File: src/rtl/latch_serial_tx_if.sv
// Handshake and serial-output bundle for latch_serial_tx.
// The producer side uses the master modport; the transmitter uses the slave modport.
interface latch_serial_tx_if #(
  parameter int unsigned WIDTH = 8
);
  logic [WIDTH-1:0] in_data;
  logic             in_valid;
  logic             in_ready;
  logic             out_d;
  logic             out_d_bar;
  logic             out_bit_valid;
  logic             out_busy;
  logic             out_done;

  modport master (
    output in_data, in_valid,
    input  in_ready, out_d, out_d_bar, out_bit_valid, out_busy, out_done
  );

  modport slave (
    input  in_data, in_valid,
    output in_ready, out_d, out_d_bar, out_bit_valid, out_busy, out_done
  );
endinterface

File: src/rtl/latch_serial_tx.sv
// MSB-first parallel-to-serial driver with complementary data outputs for latch/FF capture chains.
// Optional even-parity trailer bit is enabled by defining LATCH_SERIAL_TX_PARITY_EN.
module latch_serial_tx #(
  parameter int unsigned WIDTH = 8
) (
  input logic              clk,
  input logic              reset,
  latch_serial_tx_if.slave bus
);
  localparam int unsigned CW = $clog2(WIDTH);

  typedef enum logic [1:0] {
    IDLE   = 2'd0,
    SHIFT  = 2'd1,
`ifdef LATCH_SERIAL_TX_PARITY_EN
    PARITY = 2'd2,
`endif
    DONE   = 2'd3
  } state_t;

  state_t           r_state;
  logic [WIDTH-1:0] r_shift;
  logic [CW-1:0]    r_cnt;
  logic             r_d;
  logic             r_d_bar;
  logic             r_bit_valid;
  logic             r_busy;
  logic             r_done;
`ifdef LATCH_SERIAL_TX_PARITY_EN
  logic             r_par;
`endif

  // r_shift holds the bits still to be sent, left-aligned; the MSB goes out directly on accept
  always_ff @(posedge clk) begin
    if (reset) begin
      r_state     <= IDLE;
      r_shift     <= '0;
      r_cnt       <= '0;
      r_d         <= 1'b0;
      r_d_bar     <= 1'b1;
      r_bit_valid <= 1'b0;
      r_busy      <= 1'b0;
      r_done      <= 1'b0;
`ifdef LATCH_SERIAL_TX_PARITY_EN
      r_par       <= 1'b0;
`endif
    end else begin
      unique case (r_state)
        IDLE: begin
          if (bus.in_valid) begin
            r_state     <= SHIFT;
            r_shift     <= {bus.in_data[WIDTH-2:0], 1'b0};
            r_cnt       <= CW'(WIDTH - 1);
            r_d         <= bus.in_data[WIDTH-1];
            r_d_bar     <= ~bus.in_data[WIDTH-1];
            r_bit_valid <= 1'b1;
            r_busy      <= 1'b1;
`ifdef LATCH_SERIAL_TX_PARITY_EN
            r_par       <= ^bus.in_data;
`endif
          end
        end
        SHIFT: begin
          if (r_cnt == '0) begin
`ifdef LATCH_SERIAL_TX_PARITY_EN
            r_state     <= PARITY;
            r_d         <= r_par;
            r_d_bar     <= ~r_par;
`else
            r_state     <= DONE;
            r_bit_valid <= 1'b0;
            r_busy      <= 1'b0;
            r_done      <= 1'b1;
`endif
          end else begin
            r_d     <= r_shift[WIDTH-1];
            r_d_bar <= ~r_shift[WIDTH-1];
            r_shift <= {r_shift[WIDTH-2:0], 1'b0};
            r_cnt   <= r_cnt - CW'(1);
          end
        end
`ifdef LATCH_SERIAL_TX_PARITY_EN
        PARITY: begin
          r_state     <= DONE;
          r_bit_valid <= 1'b0;
          r_busy      <= 1'b0;
          r_done      <= 1'b1;
        end
`endif
        DONE: begin
          r_state <= IDLE;
          r_done  <= 1'b0;
        end
        default: r_state <= IDLE;
      endcase
    end
  end

  assign bus.in_ready      = (r_state == IDLE);
  assign bus.out_d         = r_d;
  assign bus.out_d_bar     = r_d_bar;
  assign bus.out_bit_valid = r_bit_valid;
  assign bus.out_busy      = r_busy;
  assign bus.out_done      = r_done;
endmodule

File: src/flat_wrapper.sv
// flat-port wrapper written by rule: the top's interface ports become plain ports
module latch_serial_tx_flat 
#(
  parameter int unsigned WIDTH = 8
)
  (clk, reset, bus_in_data, bus_in_valid, bus_in_ready, bus_out_d, bus_out_d_bar, bus_out_bit_valid, bus_out_busy, bus_out_done);
  latch_serial_tx_if #(.WIDTH(WIDTH)) bus_i ();
  input logic clk;
  input logic reset;
  input wire logic [$bits(bus_i.in_data)-1:0] bus_in_data;
  input wire logic [$bits(bus_i.in_valid)-1:0] bus_in_valid;
  output wire logic [$bits(bus_i.in_ready)-1:0] bus_in_ready;
  output wire logic [$bits(bus_i.out_d)-1:0] bus_out_d;
  output wire logic [$bits(bus_i.out_d_bar)-1:0] bus_out_d_bar;
  output wire logic [$bits(bus_i.out_bit_valid)-1:0] bus_out_bit_valid;
  output wire logic [$bits(bus_i.out_busy)-1:0] bus_out_busy;
  output wire logic [$bits(bus_i.out_done)-1:0] bus_out_done;
  assign bus_i.in_data = bus_in_data;
  assign bus_i.in_valid = bus_in_valid;
  assign bus_in_ready = bus_i.in_ready;
  assign bus_out_d = bus_i.out_d;
  assign bus_out_d_bar = bus_i.out_d_bar;
  assign bus_out_bit_valid = bus_i.out_bit_valid;
  assign bus_out_busy = bus_i.out_busy;
  assign bus_out_done = bus_i.out_done;
  latch_serial_tx #(.WIDTH(WIDTH)) u_core (.clk(clk), .reset(reset), .bus(bus_i));
endmodule
File: config.mk
export PLATFORM = sky130hd
export DESIGN_NAME = latch_serial_tx_flat
export DESIGN_NICKNAME = d
export VERILOG_FILES = /design/src/rtl/latch_serial_tx_if.sv /design/src/rtl/latch_serial_tx.sv /design/src/flat_wrapper.sv
export SDC_FILE = /design/constraint.sdc
export NUM_CORES = 1
export LEC_CHECK = 0
export BUFFER_PORTS_ARGS = -buffer_cell sky130_fd_sc_hd__buf_2
export CAP_MARGIN = 20
export CELL_PAD_IN_SITES_DETAIL_PLACEMENT = 1
export CELL_PAD_IN_SITES_GLOBAL_PLACEMENT = 2
export CORE_MARGIN = 8
export CORE_UTILIZATION = 27
export CTS_BUF_LIST = sky130_fd_sc_hd__clkbuf_8 sky130_fd_sc_hd__clkbuf_16
export CTS_CLUSTER_DIAMETER = 50
export DETAILED_ROUTE_END_ITERATION = 8
export PLACE_DENSITY_LB_ADDON = 0.3
export SYNTH_ARGS = -nofsm -noshare
export SYNTH_HDL_FRONTEND = slang
export SYNTH_SLANG_ARGS = --single-unit
File: constraint.sdc
create_clock -name clk -period 1.2 [get_ports clk]
set_input_delay 0.3 -clock clk [delete_from_list [all_inputs] [get_ports clk]]
set_output_delay 0.3 -clock clk [all_outputs]
set_load 0.005 [all_outputs]
Yosys cells after proc, flatten, opt, wreduce, memory -nomap -nowiden:

Cells that the tools add are included.

* shifts and indexed selects: 0
* eq/ne operators: 5
* reduce and logical (&&, ||, !) cells: 8
* muxes and demuxes: 20
* multipliers: 0
* $add $sub $neg: 1
* div/mod/pow operators: 0
* bitwise operators: 2
* magnitude comparators: 0

Operators by type and width (number)
* $mux W8: 2
* $pmux W8 S2: 1
* $pmux W1 S2: 4
* $mux W1: 7
* $mux W3: 2
* $pmux W3 S2: 1
* $reduce_and A3 Y1: 2
* $mux W2: 2
* $ne A2 B2 Y1 const B: 2
* $pmux W2 S2: 1
* $reduce_and A2 Y1: 2
* $reduce_bool A2 Y1: 2
* $logic_not A3 Y1: 1
* $sub A3 B1 Y3 const B: 1
* $eq A2 B1 Y1 const B: 1
* $eq A2 B2 Y1 const B: 1
* $logic_not A2 Y1: 1
* $ne A2 B1 Y1 const B: 1
* $not A1 Y1: 2

* output and inout bits: 6
* flip-flop bits (word level): 17
* bits in read-only memories: 0
* RAM bits: 0
* bits of input ports: 11
* memories kept: 0
* word-level logic and storage cells: 43
* latch bits: 0

Longest topological paths before layout:

* word-level depth: 3
* depth in mapped cells: 6
* depth with buffers taken out: 5

Worst setup path before layout:

Ideal clock, no wire load.

* kind: reg-to-reg
* start: register u_core.r_cnt[0]
* end: register u_core.r_d_bar (netlist: u_core.bus.out_d_bar)
* buffers on the path: 0
* stages on the path, launching flop included: 6
* slack: -35 ps
* required time: 1078 ps
* arrival: 1113 ps
* setup time: 122 ps
* clock period less this slack: 1235 ps
* cell sequence: dfxtp_1 inv_1 ha_1 and3b_1 nor2_4 a311o_1

* word-level cells in the longest chain between the ends: 3

RTL lines
* start: declaration: RTL line latch_serial_tx.sv:23 `logic [CW-1:0] r_cnt;`
* start signal: assignment: RTL line latch_serial_tx.sv:53 `r_cnt <= CW'(WIDTH - 1);`
* start signal: assignment: RTL line latch_serial_tx.sv:79 `r_cnt <= r_cnt - CW'(1);`
* $logic_not A3 Y1: RTL line latch_serial_tx.sv:64 `if (r_cnt == '0) begin`
* $ne A2 B2 Y1 (no line)
* $reduce_and A3 Y1 (no line)
* end signal: assignment: RTL line latch_serial_tx.sv:55 `r_d_bar <= ~bus.in_data[WIDTH-1];`
* end signal: assignment: RTL line latch_serial_tx.sv:77 `r_d_bar <= ~r_shift[WIDTH-1];`
* end: declaration: RTL line latch_serial_tx.sv:25 `logic r_d_bar;`

Every way passes these cells.
A chain may end at the register's enable or synchronous reset.

Final worst setup path:

* start: register u_core.r_cnt[1]
* end: register u_core.r_done (netlist: u_core.bus.out_done)

* word-level cells in the longest chain between the ends: 3

RTL lines
* $logic_not A3 Y1: RTL line latch_serial_tx.sv:64
* $ne A2 B1 Y1 (no line)
* $reduce_and A2 Y1 (no line)
* end signal: assignment: RTL line latch_serial_tx.sv:43 `r_done <= 1'b0;`
* end signal: assignment: RTL line latch_serial_tx.sv:73 `r_done <= 1'b1;`
* end signal: assignment: RTL line latch_serial_tx.sv:92 `r_done <= 1'b0;`
* end: declaration: RTL line latch_serial_tx.sv:28 `logic r_done;`

Every way passes these cells.

==> summary.md <==
| Metric | Value |
|---|---|
| Result of the run | finished with violations |
| Violated checks | setup timing |
| Worst setup SP type | flop |
| Area leader, netlist | sky130_fd_sc_hd__dfxtp_1 |
| Most area-consuming cells after synthesis | sky130_fd_sc_hd__dfxtp_1 42%, sky130_fd_sc_hd__a311oi_1 9.1%, sky130_fd_sc_hd__nand2_1 7.3%, sky130_fd_sc_hd__a21oi_1 6.5%, sky130_fd_sc_hd__buf_4 3.9% |
| Setup-violating endpoint count in the final report | 12 |
| Num CTS Buffers | 3 |
| Maximum achievable frequency | 0.7966 GHz |
| Number of buffer and inverter stages on the critical path | 2 |
| Endpoint type of the worst setup path | flop |
| Launch point of the critical path | u_core.r_cnt[1]$_SDFFE_PP0P_ |
| Fin Clk Skew | 0.002552 ns |
| LEAKAGE | 0.4958 nW |
| Vias in the first global route | 834 |
| Cell with the most instances after synthesis | sky130_fd_sc_hd__dfxtp_1 |
| Synthesized flop and latch total | 16 |
| Area of the placeable core | 2734 um^2 |
| Fin. Hold Viols | 0 |
| Placed insts | 142 |
| Yosys warns | 0 |
| GRT Total Usage | 9.673% |
| Fraction of power consumed by sequential logic | 40.5% |
| Number of buffer cells added on primary ports | 16 |
| Number of nets in the layout | 135 |
| Insertion delay of the later-clocked pin in the worst-skew pair | 0.25 ns |
| Routed length per placed instance | 15.55 um |
| Post-synthesis instance total | 85 |
| Clock power share | 31.5% |
| End-of-flow core utilization | 41.88% |
| Initial detailed-routing violation count | 6 |
| Die extent in y | 69.30 um |
| Die area | 4802 um^2 |
| Cell internal power dissipation | 0.001115 W |
| Antenna violations before repair | 0 |
| Worst r2r dst | u_core.bus.out_done$_SDFFE_PP0P_ |
| Transition time of the tightest slew-check pin | 0.3244 ns |
| Unrepaired setup endpoints after global routing | yes |
| Clock Tree Buf Depth | 2 |
| Max H-tree Level | 1 |
| Final total negative setup slack | -0.3922 ns |
| Diodes inserted | 0 |
| Via count normalized by instance count | slightly below 5 |
| NetSw | 0.0004473 W |
| Worst ir drop on vdd | a little under 0.0008 V |
| Number of clock sinks | 16 |
| Routability-driven placement congestion ratio | ~0.7 |
| Relative contribution of combinational cells to total power | between 20% and 30% |
| Dpl hpwl | roughly 1600 um |
| TritonCTS clock tree | yes |
| DRC violations left | 0 |
| Clock root buffer master | sky130_fd_sc_hd__clkbuf_8 |
| Synth top cells by count | 16 x sky130_fd_sc_hd__dfxtp_1, 15 x sky130_fd_sc_hd__nand2_1, 10 x sky130_fd_sc_hd__a21oi_1, 8 x sky130_fd_sc_hd__a311oi_1, 4 x sky130_fd_sc_hd__buf_4 |
| Async S/R FF share, synth | 0% |
| Avg Inst Size Synth | approximately 9.0 um^2 |
| Classification of the worst-slack hold path | input pin to flop |
| Post-Place Cell Area | 962.2 um^2 |
| Pwr/cell area | between 1000 and 1500 nW/um^2 |
| Crit path max-delay cell type | sky130_fd_sc_hd__dfxtp_2 |
| Smallest setup slack after layout | -0.05527 ns |
| Chain of cells forming the critical path | inv_2 > ha_4 > and3b_2 > buf_6 > nor2_1 > a211oi_1 |
| Final design instance area without fill | 1145 um^2 |
| Syn_nets | 98 |
| Number of library cell types mapped by synthesis | 28 |
| Overflow left after global routing | 0 |
| Wire length reported by the detailed router | roughly 2400 um |
| Post-synthesis instance area | about 770 um^2 |
| Fraction of final layout cells with drive strength greater than 1 | 50.41% |
| Total number of vias | 756 |
| RR Startpoint | u_core.r_cnt[1]$_SDFFE_PP0P_ |
| Synthesis-to-layout area growth | 49.27% |
| Non-filler instance count after layout | between 150 and 200 |
| Final worst path period need | 1.255 ns |
| Number of flops mapped to enable cells by yosys | 0 |
| Peak fanout along the critical path | 4 |
| Clock slew at reported path FFs | 0.07 ns |
| Depth of the worst register-to-register path | 6 |
| Initial Util | 28.05% |
| R2r setup slk | -0.06 ns |
| Detailed Routing Iterations Pass 1 | 3 |
| Critical Path Sink | u_core.bus.out_done$_SDFFE_PP0P_ |
| Floorplan row count | 19 |
| Period utilisation layout | 104.6% |
| Critical path class | flop to flop |
| Number of primary I/O pins | 17 |
| MaxCap Viol Count | 0 |
| Data required, critical path | 1.36 ns |
| Maximum number of pins on one net before global-route repair | 17 |
| Final Max Slew Viols | 0 |
| Critical path's top delay family | flip-flops |
| Wire length of the first global-routing pass | 3815 um |
| Worst path depth | 6 |
| Relative max-transition margin | 78.38% |
| Dominant register cell in the synthesized netlist | sky130_fd_sc_hd__dfxtp_1 |
| Max incr delay on CP | about 0.33 ns |
| Area fraction of the dominant cell type after synthesis | about two fifths |
| ANT nets after route | 0 |
| Count of hold-fix buffers inserted at cts | 0 |
| Data arrival time at the worst-slack endpoint | 1.42 ns |
| Filler cells | between 300 and 400 |
| Chip Width | 69.30 um |
| Portion of the post-synthesis area used by sequential elements | between 40% and 50% |
| Sw Share | between 20% and 30% |
==> area by class of cell <==
cell class | instances | area, um^2 | area share (%)
Clock buffer | 4 | 55.05 | 4.809
Inverter | 2 | 7.507 | 0.6557
Multi-Input combinational cell | 60 | 441.7 | 38.58
Sequential cell | 16 | 330.3 | 28.85
Tap cell | 31 | 38.79 | 3.388
Timing Repair Buffer | 39 | 271.5 | 23.72
==> worst register-to-register path, delay by kind of cell (launching register included) <==
family | cells | cell delay [ns]
AOI/OAI and AO/OA | 1 | 0.20
adders and majority gates | 1 | 0.14
buffers and inverters | 2 | 0.19
DFF | 1 | 0.33
and+or+nand+nor | 2 | 0.31
==> metal layers <==
metal / vias to the layer above / share of wire (%) / wire [um] / global-route usage (%)
met5: - / 0 / 0 / 0
met4: 0 / 1.3 / 30 / 3.417
li1: 381 / - / - / -
met3: 4 / 2.9 / 69 / 2.575
met1: 360 / 43 / 1015 / 10.76
met2: 11 / 53 / 1248 / 17.11
==> how the worst min path moves through the flow <==
| stage | startpoint | endpoint | slack, ns | depth (start not counted) |
|---|---|---|---|---|
| after detailed placement | u_core.r_shift[5]$_SDFFE_PP0P_ | u_core.r_shift[6]$_SDFFE_PP0P_ | 0.48 | 2 |
| final | bus_in_data[0] | u_core.r_shift[1]$_SDFFE_PP0P_ | 0.30 | 3 |
| after global routing | bus_in_data[0] | u_core.r_shift[1]$_SDFFE_PP0P_ | 0.31 | 3 |
| after floorplan | bus_in_valid | u_core.bus.out_bit_valid$_SDFFE_PP0P_ | 0.44 | 2 |
| after CTS | bus_in_data[0] | u_core.r_shift[1]$_SDFFE_PP0P_ | 0.30 | 3 |
| after global placement | u_core.r_shift[2]$_SDFFE_PP0P_ | u_core.r_shift[3]$_SDFFE_PP0P_ | 0.46 | 2 |
==> sequential cells by signal, summed over array words and instances (netlist names) <==
register,flops
u_core.bus.out_done,1
u_core.bus.out_bit_valid,1
u_core.bus.out_d_bar,1
u_core.bus.out_d,1
u_core.r_shift,7
u_core.r_cnt,3
u_core.r_state,2
==> power by group through the flow <==
stage	clock network, W	logic [W]	registers [W]
6_report	0.000493	0.000437	0.000633
5_1_grt	0.000521	0.000476	0.000642
4_1_cts	0.000498	0.000423	0.000631
3_5_place_dp	0	0.000350	0.000645
3_3_place_gp	0	0.000341	0.000640
2_1_floorplan	0	0.000221	0.000631
==> through the flow <==
stage	hold slack [ns]	worst slack, ns	power (W)
after global placement	0.4622	-0.1468	0.0009810
after floorplan	0.4360	-0.007730	0.0008524
after CTS	0.2969	-0.05855	0.001552
after detailed placement	0.4778	-0.2077	0.0009950
final	0.2954	-0.05527	0.001562
after global routing	0.3138	-0.09946	0.001639
==> layout by cell type (no fill, tap or decap), types with 2 or more instances in the layout <==
cell,Yosys,routed
sky130_fd_sc_hd__a21oi_2,0,2
sky130_fd_sc_hd__a311oi_1,8,6
sky130_fd_sc_hd__a311oi_2,0,2
sky130_fd_sc_hd__nand2_1,15,15
sky130_fd_sc_hd__a21oi_1,10,8
sky130_fd_sc_hd__dfxtp_4,0,2
sky130_fd_sc_hd__nor2_4,1,3
sky130_fd_sc_hd__o21ai_0,2,2
sky130_fd_sc_hd__dfxtp_1,16,12
sky130_fd_sc_hd__inv_2,0,2
sky130_fd_sc_hd__dfxtp_2,0,2
sky130_fd_sc_hd__nand2b_1,3,2
sky130_fd_sc_hd__buf_4,4,18
sky130_fd_sc_hd__clkbuf_8,0,4
sky130_fd_sc_hd__buf_2,0,16
sky130_fd_sc_hd__nor2_1,3,2
sky130_fd_sc_hd__buf_6,2,5
==> logic make-up (layout without fill, tap and decap cells) <==
family                   Yosys count  count (layout)  share of synthesized area, %
buffers and inverters             10              45                         8.810
AND/OR/NAND/NOR                   27              28                         17.13
flip-flops                        16              16                         41.76
multiplexers                       1               1                         1.305
adder cells (fa/ha/maj)            2               2                         3.262
AO/OA/AOI/OAI                     29              29                         27.73
==> timing repair <==
item | CTS | global route
setup endpoints to repair | 16 | 13
resized for setup | 22 | 3
buffers inserted | 4 | 0
pin swaps | 12 | 1
gates cloned | 2 | 0
Note: power is estimated with default switching activity, not from simulation.
